**src/rtl/pwm_ctrl_pkg.sv**
```systemverilog
// Register map, transaction layout and FSM states shared by the PWM register scheduler
// and its pending-write queue.
package pwm_ctrl_pkg;

   localparam int ADDR_EN_OUT_LO   = 0;
   localparam int ADDR_EN_OUT_HI   = 1;
   localparam int ADDR_EN_PWM_LO   = 2;
   localparam int ADDR_EN_PWM_HI   = 3;
   localparam int ADDR_DUTY        = 4;
   localparam int NUM_REGS         = 5;
   localparam int MAX_ADDR_DEFAULT = 4;
   localparam int TXN_WIDTH        = 16;

   typedef enum logic [1:0] {
      ST_IDLE,
      ST_CHECK,
      ST_APPLY
   } state_e;

   typedef struct packed {
      logic       write;
      logic [6:0] addr;
      logic [7:0] data;
   } txn_t;

endpackage

```
**src/rtl/sync_fifo.sv**
```systemverilog
// Single-clock FIFO with power-of-two depth; full/empty come from an extra pointer
// wrap bit so every entry is usable.
module sync_fifo
   import pwm_ctrl_pkg::*;
#(
   parameter int WIDTH = TXN_WIDTH,
   parameter int DEPTH = 2
) (
   input  logic             clk,
   input  logic             rst_n,
   input  logic             push,
   input  logic [WIDTH-1:0] wdata,
   input  logic             pop,
   output logic [WIDTH-1:0] rdata,
   output logic             full,
   output logic             empty
);

   localparam int AW = (DEPTH > 1) ? $clog2(DEPTH) : 1;

   logic [AW:0]                  wr_ptr_q, wr_ptr_d;
   logic [AW:0]                  rd_ptr_q, rd_ptr_d;
   logic [DEPTH-1:0][WIDTH-1:0]  mem_q, mem_d;

   assign empty = (wr_ptr_q == rd_ptr_q);
   assign full  = (wr_ptr_q[AW] != rd_ptr_q[AW]) && (wr_ptr_q[AW-1:0] == rd_ptr_q[AW-1:0]);
   assign rdata = mem_q[rd_ptr_q[AW-1:0]];

   always_comb begin
      wr_ptr_d = wr_ptr_q;
      rd_ptr_d = rd_ptr_q;
      mem_d    = mem_q;
      if (push && !full) begin
         mem_d[wr_ptr_q[AW-1:0]] = wdata;
         wr_ptr_d                = wr_ptr_q + (AW+1)'(1);
      end
      if (pop && !empty) begin
         rd_ptr_d = rd_ptr_q + (AW+1)'(1);
      end
   end

   always_ff @(posedge clk) begin
      if (!rst_n) begin
         wr_ptr_q <= '0;
         rd_ptr_q <= '0;
      end else begin
         wr_ptr_q <= wr_ptr_d;
         rd_ptr_q <= rd_ptr_d;
      end
      mem_q <= mem_d;
   end

endmodule

```
**src/rtl/pwm_reg_scheduler.sv**
```systemverilog
// Queues decoded SPI transactions, applies them to shadow registers one every three cycles,
// and commits the shadow set to the active PWM registers at period end (or immediately).
module pwm_reg_scheduler
   import pwm_ctrl_pkg::*;
#(
   parameter int FIFO_DEPTH       = 2,
   parameter int MAX_ADDR         = MAX_ADDR_DEFAULT,
   parameter int COMMIT_ON_PERIOD = 1
) (
   input  logic       clk,
   input  logic       rst_n,
   input  logic       txn_valid,
   input  logic       txn_write,
   input  logic [6:0] txn_addr,
   input  logic [7:0] txn_data,
   output logic       txn_ready,
   input  logic       pwm_period_end,
   output logic [7:0] en_reg_out_7_0,
   output logic [7:0] en_reg_out_15_8,
   output logic [7:0] en_reg_pwm_7_0,
   output logic [7:0] en_reg_pwm_15_8,
   output logic [7:0] pwm_duty_cycle,
   output logic [7:0] err_count,
   output logic       busy
);

   txn_t                        fifo_wdata, fifo_rdata;
   logic                        fifo_full, fifo_empty, fifo_push, fifo_pop;
   state_e                      state_q, state_d;
   txn_t                        work_q, work_d;
   logic [NUM_REGS-1:0][7:0]    shadow_q, shadow_d;
   logic [NUM_REGS-1:0][7:0]    active_q, active_d;
   logic                        dirty_q, dirty_d;
   logic [7:0]                  err_q, err_d;
   logic                        apply_write;

   assign txn_ready  = rst_n && !fifo_full;
   assign fifo_push  = txn_valid && txn_ready;
   assign fifo_wdata = '{write: txn_write, addr: txn_addr, data: txn_data};

   sync_fifo #(
      .WIDTH (TXN_WIDTH),
      .DEPTH (FIFO_DEPTH)
   ) u_fifo (
      .clk   (clk),
      .rst_n (rst_n),
      .push  (fifo_push),
      .wdata (fifo_wdata),
      .pop   (fifo_pop),
      .rdata (fifo_rdata),
      .full  (fifo_full),
      .empty (fifo_empty)
   );

   always_comb begin
      state_d     = state_q;
      work_d      = work_q;
      fifo_pop    = 1'b0;
      shadow_d    = shadow_q;
      active_d    = active_q;
      dirty_d     = dirty_q;
      err_d       = err_q;
      apply_write = 1'b0;

      case (state_q)
         ST_IDLE: begin
            if (!fifo_empty) begin
               fifo_pop = 1'b1;
               work_d   = fifo_rdata;
               state_d  = ST_CHECK;
            end
         end
         ST_CHECK: state_d = ST_APPLY;
         ST_APPLY: begin
            state_d = ST_IDLE;
            if (work_q.write && int'(work_q.addr) <= MAX_ADDR && int'(work_q.addr) < NUM_REGS) begin
               apply_write = 1'b1;
            end else if (err_q != 8'hFF) begin
               err_d = err_q + 8'd1;
            end
         end
         default: state_d = ST_IDLE;
      endcase

      for (int i = 0; i < NUM_REGS; i++) begin
         if (apply_write && work_q.addr == 7'(i)) begin
            shadow_d[i] = work_q.data;
         end
      end

      // A commit coinciding with a write takes the pre-write shadow and leaves the new data pending.
      if (COMMIT_ON_PERIOD != 0) begin
         if (pwm_period_end && dirty_q) begin
            active_d = shadow_q;
            dirty_d  = apply_write;
         end else if (apply_write) begin
            dirty_d = 1'b1;
         end
      end else begin
         active_d = shadow_d;
         dirty_d  = 1'b0;
      end
   end

   always_ff @(posedge clk) begin
      if (!rst_n) begin
         state_q  <= ST_IDLE;
         work_q   <= '0;
         shadow_q <= '0;
         active_q <= '0;
         dirty_q  <= 1'b0;
         err_q    <= 8'd0;
      end else begin
         state_q  <= state_d;
         work_q   <= work_d;
         shadow_q <= shadow_d;
         active_q <= active_d;
         dirty_q  <= dirty_d;
         err_q    <= err_d;
      end
   end

   assign en_reg_out_7_0  = active_q[ADDR_EN_OUT_LO];
   assign en_reg_out_15_8 = active_q[ADDR_EN_OUT_HI];
   assign en_reg_pwm_7_0  = active_q[ADDR_EN_PWM_LO];
   assign en_reg_pwm_15_8 = active_q[ADDR_EN_PWM_HI];
   assign pwm_duty_cycle  = active_q[ADDR_DUTY];
   assign err_count       = err_q;
   assign busy            = !fifo_empty || (state_q != ST_IDLE) || dirty_q;

endmodule
```
**config.mk**
```make
export PLATFORM = sky130hd
export DESIGN_NAME = pwm_reg_scheduler
export DESIGN_NICKNAME = d
export VERILOG_FILES = /design/src/rtl/pwm_ctrl_pkg.sv /design/src/rtl/sync_fifo.sv /design/src/rtl/pwm_reg_scheduler.sv
export SDC_FILE = /design/constraint.sdc
export NUM_CORES = 1
export LEC_CHECK = 0
export ABC_AREA = 0
export BUFFER_PORTS_ARGS = -buffer_cell sky130_fd_sc_hd__buf_2
export CORE_AREA = 2 2 109 90
export DETAILED_ROUTE_END_ITERATION = 8
export DIE_AREA = 0 0 111 92
export PLACE_DENSITY = 0.82
export SYNTH_ARGS = -nofsm -noshare
export SYNTH_HDL_FRONTEND = slang
export SYNTH_HIERARCHICAL = 1
export SYNTH_SLANG_ARGS = --single-unit
```
**constraint.sdc**
```tcl
create_clock -name clk -period 6.3 [get_ports clk]
set_clock_uncertainty 0.1 [all_clocks]
set_input_delay 0.315 -clock clk [delete_from_list [all_inputs] [get_ports clk]]
set_output_delay 0.315 -clock clk [all_outputs]
set_load 0.005 [all_outputs]
```
==> summary.md <==
| Metric | Value |
|---|---|
| Synthesized area per cell | `10.0 sq um` |
| Post-synth top cells | `nand2_1, dfxtp_1, a21oi_1` |
| CORE AREA | `9250 sq um` |
| Synth area leaders | `dfxtp_1, edfxtp_1, nand2_1, mux2i_1, a21oi_1` |
| Most frequent cell after synthesis | `nand2_1` |
| CTS Buf Count | `17` |
| Slew Limit Fails | `0` |
| Type of the most critical hold path | `input port to flip-flop` |
| Critical path required time | `6.52 ns` |
| First-pass GRT wire length | `18100 um` |
| Final min period | `3.17 ns` |
| Post-synth top area cell | `dfxtp_1` |
| Clock root buffer master | `clkbuf_16` |
| DRT Wirelength | `11100 um` |
| R2r setup slk | `3.13 ns` |
| Initial core utilization | `58.0%` |
| Switching share of power | `28.3%` |
| Clk network pwr share | `41.2%` |
| Reg power frac | `46.3%` |
| Final setup violation count | `0` |
| Yosys cell types | `42` |
| Mapped Area | `5370 sq um` |
| Clock tree sinks | `143` |
| Largest net degree at the start of global routing | `74` |
| Final Power | `2.31 mW` |
| Final Non-Filler Cells | `745` |
| Total gr overflow | `0` |
| Cell Pwr Density | `356 nW/um^2` |
| CP startpoint kind | `flip-flop` |
| Worst VDD drop | `0.293 mV` |
| Max_slew headroom | `16.9%` |
| CP Class | `flip-flop to flip-flop` |
| Share of layout cells above drive strength 1 | `21.1%` |
| Buffers on Ports | `69` |
| Synth warn | `6` |
| CTS Buffer Depth | `2` |
| Vias per Instance | `5.39` |
| Row count | `32` |
| WL/cell | `14.9 um` |
| Post-route ant nets | `0` |
| Nets | `634` |
| Clk pin slew, worst setup/hold paths | `0.06 ns` |
| Initial antenna violation count | `0` |
| Lkg Pwr | `2.38 nW` |
| # DRC | `0` |
| Int Pwr | `1.66 mW` |
| Setup TNS | `0 ns` |
| CTS tree | `yes` |
| Top-Level Pins | `70` |
| Critical Path AT | `3.39 ns` |
| Top FF cell, synth | `dfxtp_1` |
| Die W | `111 um` |
| Post-synth ARST share | `0%` |
| DRT Pass-1 Iters | `4` |
| H-tree depth | `4` |
| Yosys top cell area share | `41.4%` |
| Post-synthesis sequential area ratio | `59.3%` |
| Worst Tran Pin Value | `1.24 ns` |
| GRT Total Usage | `22.7%` |
| Worst-Skew Late Latency | `0.42 ns` |
| Antenna cell count | `0` |
| Achievable Freq | `315 MHz` |
| Fin crit share | `50.3%` |
| CP Capture Type | `flip-flop` |
| Synth Register Bits | `143` |
| Die height | `92 um` |
| Filler cells | `632` |
| DP Wirelength | `7010 um` |
| Post-Syn Nets | `557` |
| Comb pwr share | `12.4%` |
| Synthesis-to-finish area growth | `21.1%` |
| RSZ-0062 raised after global routing | `false` |
| Switching pwr | `0.655 mW` |
| Initial DRC count | `259` |
| Total number of vias | `4017` |
| Die ar. | `10200 sq um` |
| Final Hold Fails | `0` |
| Syn Inst Count | `536` |
| Crit Path Max Fanout | `25` |
| Status | `completed` |
| Dpl cells | `697` |
| Vias in the first global route | `3809` |
| Placer Congestion | `0.778` |
| Number of synthesized flops with an enable pin | `32` |
| Post-CTS Setup Inserts | `0` |
| Post_cts resized | `0` |
| MaxCap Viol Count | `0` |
==> sequential cells by signal, indices dropped and copies added, names as in the netlist <==
signal / cells
err_count: 8
u_fifo/rd_ptr_q: 2
u_fifo/mem_q: 32
en_reg_pwm_15_8: 8
en_reg_pwm_7_0: 8
shadow_q: 40
work_q: 16
en_reg_out_15_8: 8
state_q: 2
dirty_q: 1
pwm_duty_cycle: 8
en_reg_out_7_0: 8
u_fifo/wr_ptr_q: 2
==> routing by layer <==
layer | vias to the layer above | global-route usage [%] | wire length, um
li1 | 1989 | - | -
met1 | 1883 | 29.0 | 4950
met2 | 129 | 37.2 | 5280
met3 | 16 | 6.01 | 655
met4 | 0 | 8.96 | 193
met5 | - | 0 | 0
==> cells in the final DEF (no fill, tap or decap), drive strengths merged, types with 2 or more instances in the layout <==
cell and count:
nand3 3, mux2i 43, inv 12, edfxtp 32
nor4 2, nand4 2, and2 2, a21oi 65
or3 3, clkinvlp 2, a21boi 2, nor3b 3
o21ai 6, buf 75, nand2b 2, o31ai 4
clkinv 4, clkbuf 18, or4b 3, dfxtp 111
nand2 162, xor2 2, or4 5, nor2 18
dlygate4sd3 16, nor3 2, mux2 16
==> power by group through the flow <==
stage	combinational, mW	sequential, mW	clock, mW
after global routing	0.320	1.08	1.01
after floorplan	0.237	1.05	0
after detailed placement	0.272	1.09	0
final	0.288	1.07	0.954
after global placement	0.263	1.08	0
after CTS	0.286	1.07	0.963
==> final timing paths <==
kind	endpoint	startpoint	cells after the start
worst min-delay path	dirty_q$_SDFFE_PN0P_	pwm_period_end	4
worst max-delay path	u_fifo/rd_ptr_q[0]$_SDFFE_PN0P_	u_fifo/rd_ptr_q[0]$_SDFFE_PN0P_	7
worst max register to register	u_fifo/rd_ptr_q[0]$_SDFFE_PN0P_	u_fifo/rd_ptr_q[0]$_SDFFE_PN0P_	7
worst min register to register	en_reg_pwm_15_8[4]$_SDFFE_PN0P_	en_reg_pwm_15_8[4]$_SDFFE_PN0P_	2
==> layout make-up <==
| class | instances | area, sq um | share of cell area, % |
|---|---|---|---|
| Inverter | 4 | 15.0 | 0.231 |
| Timing Repair Buffer | 91 | 551 | 8.47 |
| Clock buffer | 18 | 450 | 6.93 |
| Sequential cell | 143 | 3180 | 49.0 |
| Tap cell | 119 | 149 | 2.29 |
| Clock inverter | 14 | 121 | 1.87 |
| Multi-Input combinational cell | 356 | 2030 | 31.2 |
==> worst max-delay path, cell delays in order, from the launching register on <==
cell	delay [ns]
dfxtp_1	0.95
xor2_1	0.18
nor2_1	0.17
or3_1	0.47
clkinv_1	0.57
nand2_1	0.27
nor2_1	0.07
a311oi_1	0.28
==> cell families (layout without fill, tap and decap cells) <==
| group | Yosys count | count (layout) | synth area share [%] |
|---|---|---|---|
| flops | 143 | 143 | 59.3 |
| buf+inv | 37 | 127 | 2.89 |
| fa+ha+maj | 1 | 1 | 0.233 |
| compound gates | 82 | 82 | 8.21 |
| xor+xnor | 3 | 3 | 0.630 |
| simple gates | 211 | 211 | 17.3 |
| mux | 59 | 59 | 11.4 |
==> stage by stage <==
stage | utilization, % | area, sq um | setup slack [ns] | hold slack, ns
6_report | 70.3 | 6500 | 3.13 | 0.170
5_1_grt | 70.3 | 6500 | 2.73 | 0.178
4_1_cts | 70.3 | 6500 | 3.12 | 0.149
3_5_place_dp | 62.3 | 5770 | 3.14 | 0.345
3_3_place_gp | 62.3 | 5770 | 3.33 | 0.340
2_1_floorplan | - | 5370 | 3.70 | 0.314
==> repair_timing <==
action | in CTS | in global routing
setup endpoints to repair | 0 | 0
hold buffers | 16 | 0
endpoints found under the hold margin | 32 | 0
Power figures use the tool's default switching activity.
